==> src/rtl/bz_melody_sequencer.sv <==
// bz_melody_sequencer: steps a song ROM, drives beat decoder and tone PWM for each note
module bz_melody_sequencer #(
    parameter int ADDR_W     = 6,
    parameter int GAP_CYCLES = 0
) (
    input  logic              clk,
    input  logic              rst_n,
    input  logic              start,
    input  logic              stop,
    input  logic              loop_en,
    input  logic [ADDR_W-1:0] song_len,
    output logic [ADDR_W-1:0] rom_addr,
    input  logic [7:0]        rom_data,
    output logic [3:0]        beat_code,
    input  logic [27:0]       beat_cnt_parameter,
    output logic [3:0]        tone_code,
    output logic              tone_valid,
    output logic              busy,
    output logic              done
);
    typedef enum logic [3:0] {
        S_IDLE, S_FETCH, S_LATCH, S_LOAD, S_PLAY, S_GAP, S_NEXT, S_END, S_DONE
    } state_t;

    localparam logic [27:0] GAP_LOAD = 28'(GAP_CYCLES > 0 ? GAP_CYCLES - 1 : 0);

    state_t            state_q, state_d;
    logic [ADDR_W-1:0] addr_q, addr_d;
    logic [3:0]        beat_q, beat_d;
    logic [3:0]        tone_q, tone_d;
    logic              tv_q, tv_d;
    logic [27:0]       cnt_q, cnt_d;

    // State register; the duration counter doubles as the gap counter
    always_ff @(posedge clk or negedge rst_n) begin
        if (!rst_n) begin
            state_q <= S_IDLE;
            addr_q  <= '0;
            beat_q  <= '0;
            tone_q  <= '0;
            tv_q    <= 1'b0;
            cnt_q   <= '0;
        end else begin
            state_q <= state_d;
            addr_q  <= addr_d;
            beat_q  <= beat_d;
            tone_q  <= tone_d;
            tv_q    <= tv_d;
            cnt_q   <= cnt_d;
        end
    end

    // Next-state and datapath; stop overrides everything and returns to IDLE silently
    always_comb begin
        state_d = state_q;
        addr_d  = addr_q;
        beat_d  = beat_q;
        tone_d  = tone_q;
        tv_d    = tv_q;
        cnt_d   = cnt_q;
        case (state_q)
            S_IDLE: if (start) begin
                addr_d  = '0;
                state_d = (song_len != '0) ? S_FETCH : S_DONE;
            end
            S_FETCH: state_d = S_LATCH;
            S_LATCH: begin
                beat_d  = rom_data[3:0];
                tone_d  = rom_data[7:4];
                state_d = S_LOAD;
            end
            S_LOAD: if (beat_cnt_parameter == '0) state_d = S_END;
            else begin
                cnt_d   = beat_cnt_parameter - 28'd1;
                tv_d    = (tone_q != 4'd0);
                state_d = S_PLAY;
            end
            S_PLAY: if (cnt_q == '0) begin
                tv_d    = 1'b0;
                cnt_d   = GAP_LOAD;
                state_d = (GAP_CYCLES > 0) ? S_GAP : S_NEXT;
            end else cnt_d = cnt_q - 28'd1;
            S_GAP: if (cnt_q == '0) state_d = S_NEXT;
            else cnt_d = cnt_q - 28'd1;
            S_NEXT: if (addr_q == song_len - ADDR_W'(1)) state_d = S_END;
            else begin
                addr_d  = addr_q + ADDR_W'(1);
                state_d = S_FETCH;
            end
            S_END: if (loop_en && song_len != '0) begin
                addr_d  = '0;
                state_d = S_FETCH;
            end else state_d = S_DONE;
            S_DONE: begin
                tone_d  = 4'd0;
                state_d = S_IDLE;
            end
            default: state_d = S_IDLE;
        endcase
        if (stop) begin
            state_d = S_IDLE;
            tv_d    = 1'b0;
            tone_d  = 4'd0;
        end
    end

    assign rom_addr   = addr_q;
    assign beat_code  = beat_q;
    assign tone_code  = tone_q;
    assign tone_valid = tv_q;
    assign busy       = (state_q != S_IDLE);
    assign done       = (state_q == S_DONE);
endmodule

==> config.mk <==
export PLATFORM = sky130hd
export DESIGN_NAME = bz_melody_sequencer
export DESIGN_NICKNAME = d
export VERILOG_FILES = /design/src/rtl/bz_melody_sequencer.sv
export SDC_FILE = /design/constraint.sdc
export NUM_CORES = 1
export LEC_CHECK = 0
export CORE_AREA = 2 2 120 110
export DETAILED_ROUTE_END_ITERATION = 8
export DIE_AREA = 0 0 122 112
export GPL_TIMING_DRIVEN = 1
export HOLD_SLACK_MARGIN = 0.1
export MAX_ROUTING_LAYER = met4
export PLACE_DENSITY = 0.55
export SETUP_SLACK_MARGIN = 0.2
export SLEW_MARGIN = 20
export SYNTH_ARGS = -nofsm -noshare
export SYNTH_HDL_FRONTEND = slang
export SYNTH_SLANG_ARGS = --single-unit
==> constraint.sdc <==
create_clock -name clk -period 2.5 [get_ports clk]
set_input_delay 0.5 -clock clk [delete_from_list [all_inputs] [get_ports clk]]
set_output_delay 0.5 -clock clk [all_outputs]
set_load 0.03 [all_outputs]
Word level (Yosys, flattened, before mapping)
Cells that the tools add are included.
{"block": "totals", "reg_bits": 47, "wordCells": 66}
{"block": "op_classes", "addsub": 4, "n_eq_ne": 18, "mux": 22, "n_reduce_logical": 16}
{"cell": "$mux W28", "count": 3}
{"cell": "$pmux W28 S3", "count": 1}
{"cell": "$logic_not A28 Y1", "count": 2}
{"cell": "$sub A28 B1 Y28 const B", "count": 2}
{"cell": "$pmux W4 S7", "count": 1}
{"cell": "$mux W4", "count": 6}
{"cell": "$mux W6", "count": 3}
{"cell": "$pmux W6 S3", "count": 1}
{"cell": "$eq A4 B3 Y1 const B", "count": 4}
{"cell": "$reduce_bool A3 Y1", "count": 4}
{"cell": "$ne A2 B2 Y1 const B", "count": 5}
{"cell": "$ne A3 B3 Y1 const B", "count": 3}
{"cell": "$eq A4 B2 Y1 const B", "count": 2}
{"cell": "$pmux W4 S2", "count": 1}
{"cell": "$reduce_bool A4 Y1", "count": 2}
{"cell": "$add A6 B1 Y6 const B", "count": 1}
{"cell": "$eq A6 B6 Y1", "count": 1}
{"cell": "$reduce_and A3 Y1", "count": 2}
{"cell": "$reduce_bool A6 Y1", "count": 1}
{"cell": "$sub A6 B1 Y6 const B", "count": 1}
{"cell": "$eq A4 B1 Y1 const B", "count": 1}
{"cell": "$eq A4 B4 Y1 const B", "count": 1}
{"cell": "$logic_not A4 Y1", "count": 1}
{"cell": "$reduce_and A4 Y1", "count": 1}
{"cell": "8 further kinds", "count": 10}

Longest topological paths before layout
{"block": "depth", "depth_word": 5, "mapped_depth": 11, "depth_no_buf": 8}

Worst setup path after synthesis
OpenSTA, ideal clock, no wires.
{"block": "synth_timing", "path_type": "input-to-reg", "startpoint": "in beat_cnt_parameter[4]", "endpoint": "reg cnt_q[23]", "setup_time_ns": 0.125, "arrival_time_ns": 2.373, "required_time_ns": 2.375, "slack_ns": 0.001, "stages": 8, "path_buffers": 2, "cell_sequence": "or4_1 -> buf_2 -> or2_2 -> clkbuf_1 -> or4_1 -> xnor2_1 -> a22oi_1 -> o21ai_2"}
{"block": "synth_via", "elab_chain_len": 3, "elab_cells_between_ends": 6, "classes_between": "add/sub: 1; eq/ne: 1; mux: 2; reduce/logical: 2"}
{"element": "from (decl)", "line_no": "15", "source": "input logic [27:0] beat_cnt_parameter,"}
{"element": "$sub A28 B1 Y28 or $logic_not A28 Y1 (tied branches)", "line_no": "74, 72"}
{"element": "$mux W28 or $ne A2 B2 Y1 (tied branches)"}
{"element": "$pmux W28 S3 or $reduce_and A3 Y1 (tied branches)"}
{"element": "to (signal assigned)", "line_no": "49", "source": "cnt_q <= cnt_d;"}
{"element": "to (decl)", "line_no": "32", "source": "logic [27:0] cnt_q, cnt_d;"}
Parallel ways exist; a longest one is shown, timed or not. The select of a mux whose other input is x is not followed.
A chain may end at the register's enable or synchronous reset.

Worst setup path after layout
{"block": "layout_timing", "startpoint": "in beat_cnt_parameter[16]", "endpoint": "reg cnt_q[23]"}
Same word-level chain as after synthesis.

==> results.py <==
metrics = {
    "yosys": {
        "synth.top_cell.area_share": 0.3232,
        "syn-cell-area_mm2": 0.003638,
        "synth.most_common_cell": "dfrtp_1",
        "synthCells": 443,
        "ys_seq_area_frac": 0.3232,
        "synth_edf_count": 0,
        "synth_fp_nets": 496,
        "postSynthAreaPerCell_um2": 8.213,
        "synth_top_flop_cell": "dfrtp_1",
        "async_flop_share": 1.000,
        "ys_types": 62,
        "synthTopCellsByCount": "dfrtp_1 (47), nor2_1 (46), o21ai_0 (40)",
        "yosysTopAreaCell": "dfrtp_1",
        "synth_area_leaders": "dfrtp_1 (32%), o21ai_0 (5.5%), nor2_1 (4.7%)",
        "ys_ff_latch": 47,
        "yosysWarnings": 0,
    },
    "cells_and_area": {
        "num_antenna_cells": 0,
        "nFillCells": 1219,
        "regArea_mm2": 0.001181,
        "post_route_cells_drive_above_1_share": 0.3294,
        "syn2layout_area_growth_pct": 53.89,
        "stdcell_area_mm2": 0.005599,
        "multi_input_comb_area_mm2": 0.002579,
        "fin_nets": 644,
        "fin_cells": 756,
    },
    "global_routing": {
        "grtUsageTotal": 0.1842,
        "grt-ovfl-total": 0,
        "antenna_found_initial": 0,
        "grt_pass1_vias": 4001,
        "grt_pass1_wl_um": 19920,
        "grt_max_degree": 48,
    },
    "critical_path": {
        "worst_ep_arrival_time_ns": 2.45,
        "startpoint_type": "primary input",
        "path_max_fanout": 3,
        "end_kind": "flop",
        "criticalPathCategory": "in2reg",
        "cp.required_ns": 2.68,
    },
    "min_path": {
        "holdCritPathClass": "in2async",
    },
    "floorplanning": {
        "ios": 64,
        "core_mm2": 0.01244,
        "die_area_mm2": 0.01366,
        "dieWidth_um": 122,
        "start_util": 0.2924,
        "die_y_um": 112,
        "row_count": 39,
    },
    "timing": {
        "hold_viol_final": 0,
        "finalSetupViolCount": 0,
        "slew_viol_final": 0,
        "period_needed_ns": 2.270,
        "fin_skew_ns": 0.005878,
        "fin_crit_sh": 0.9081,
        "worst_pin_slew_ns": 0.5984,
        "slew_headroom": 0.5958,
        "fmaxAchievable_mhz": 440.5,
        "rsz0062_at_grt": "yes",
    },
    "clocking": {
        "root_buffer": "clkbuf_16",
        "cts_tree": "built",
        "clock_path_buffers": 2,
        "clk_pin_slew_ns": 0.07,
        "numCtsBuffers": 5,
        "clk-insertion-delay-late_ns": 0.29,
        "h-tree-depth": 2,
        "cts.hold.buffers_added": 0,
        "cts_sinks": 47,
    },
    "power": {
        "p_int_uw": 2625,
        "seq_power_share": 0.299,
        "p_sw_frac": 0.4235,
        "p_comb_frac": 0.555,
        "power.total_uw": 4553,
        "clkPwrFrac": 0.146,
        "p_leak_uw": 0.002341,
        "peakVddDrop_mv": 0.3313,
        "power_density_mw_per_mm2": 813.1,
        "p_sw_uw": 1928,
    },
    "route": {
        "post-route-drc-count": 0,
        "vias": 4058,
        "wl_um": 12220,
        "drt-initial-drc-count": 189,
        "wl_per_cell_um": 16.16,
        "drtPass1Iterations": 5,
        "final_antenna_net_count": 0,
        "viasPerCell": 5.368,
    },
    "place": {
        "placed_cells": 724,
        "placed_area_mm2": 0.005011,
        "hpwl_um": 8691,
        "gp_congestion": 0.9299,
        "port_buffers": 63,
    },
    "flow_run": {
        "drv_cap": 0,
    },
    "outcome": {
        "outcome": "complete, no violations",
    },
}
-- flip-flops by register name, summed over array words and instances (netlist names) --
name        flops
rom_addr        6
tone_code       4
tone_valid      1
beat_code       4
cnt_q          28
state_q         4
-- routing by layer --
layer,global-route usage,part of all wire,up-vias
met5,-,0,-
met4,0.05517,0.016,0
met3,0.02459,0.055,21
met2,0.2831,0.47,111
met1,0.2521,0.46,1970
li1,-,-,1956
-- power by group through the flow --
stage / Clock, uW / Combinational [uW] / Sequential, uW
2_1_floorplan: 0 / 1220 / 1360
3_3_place_gp: 0 / 2050 / 1330
3_5_place_dp: 0 / 2070 / 1340
4_1_cts: 676 / 2220 / 1330
5_1_grt: 711 / 2770 / 1400
6_report: 665 / 2530 / 1360
-- per-stage QoR --
step	util	setup TNS, ns	hold WS, ns	setup slack, ns
global placement	0.4027	-10.92	0.4920	-0.4149
global route	0.4500	0	0.2096	0.1624
CTS	0.4296	0	0.2116	0.2049
finish	0.4500	0	0.1868	0.2296
detailed placement	0.4027	-12.81	0.4931	-0.4823
floorplan	-	0	0.2044	0.02111
-- critical path, stage by stage --
cell and delay (ns):
dlygate4sd2_1 0.25, or4_4 0.57, nand2b_4 0.17, or4_4 0.53, xnor2_2 0.16, a22oi_2 0.20, o21ai_2 0.07
-- cells in the final DEF (no fill, tap or decap), types with 5 or more instances in the layout --
master           netlist  routed
a21oi_1               28      26
a31oi_1                6       6
buf_2                  9       6
buf_4                  0      90
buf_6                  1       5
clkbuf_16              0       6
clkbuf_2               0       5
clkdlybuf4s50_1        0      36
dfrtp_1               47      43
dlygate4sd2_1          0      11
ha_1                   6       5
inv_1                 13      10
mux2i_1                5       5
nand2_1               17      17
nand3_1               16      16
nor2_1                46      44
nor3_1                32      21
nor3_2                 1       9
nor4_1                10       5
nor4_2                 1       5
o21ai_0               40      32
o21ai_1                3      10
o21bai_1               5       5
o22ai_1                6       5
o2bb2ai_1              5       5
o31ai_1                9       8
or4_4                  1       8
xnor2_1               17      15
xor2_1                14      14
-- kinds of logic after synthesis --
group | count (synthesis) | synth area share
buf+inv | 37 | 0.04333
mux | 9 | 0.02613
compound gates | 133 | 0.2369
fa+ha+maj | 6 | 0.02063
xor+xnor | 31 | 0.07462
simple gates | 180 | 0.2751
flops | 47 | 0.3232
-- area by class of cell --
| type | instances | share of cell area |
|---|---|---|
| repair buffers | 165 | 0.2579 |
| flip-flops and latches | 47 | 0.2109 |
| clock inverters | 2 | 0.002235 |
| well taps | 164 | 0.03665 |
| multi-input cells | 359 | 0.4606 |
| inverters | 13 | 0.008715 |
| clock buffers | 6 | 0.02302 |
-- final timing paths --
kind	startpoint	end	slack, ns	cells past startpoint
worst min register to register	beat_code[3]	beat_code[3]	0.51	1
worst max-delay path	beat_cnt_parameter[16]	cnt_q[23]	0.23	7
worst min-delay path	rst_n	cnt_q[15]	0.19	2
max in group asynchronous	rst_n	state_q[1]	2.05	2
worst max register to register	cnt_q[1]	cnt_q[15]	0.27	11
min in group clk	beat_code[3]	beat_code[3]	0.51	1
-- what timing repair did --
action | CTS | global route
pin swaps | 24 | 24
endpoints found under the hold margin | 0 | 0
buffers inserted | 10 | 10
endpoints found under the setup margin | 41 | 40
gates cloned | 3 | 1
gates resized for setup | 75 | 58
(Power assumes the default switching activity.)
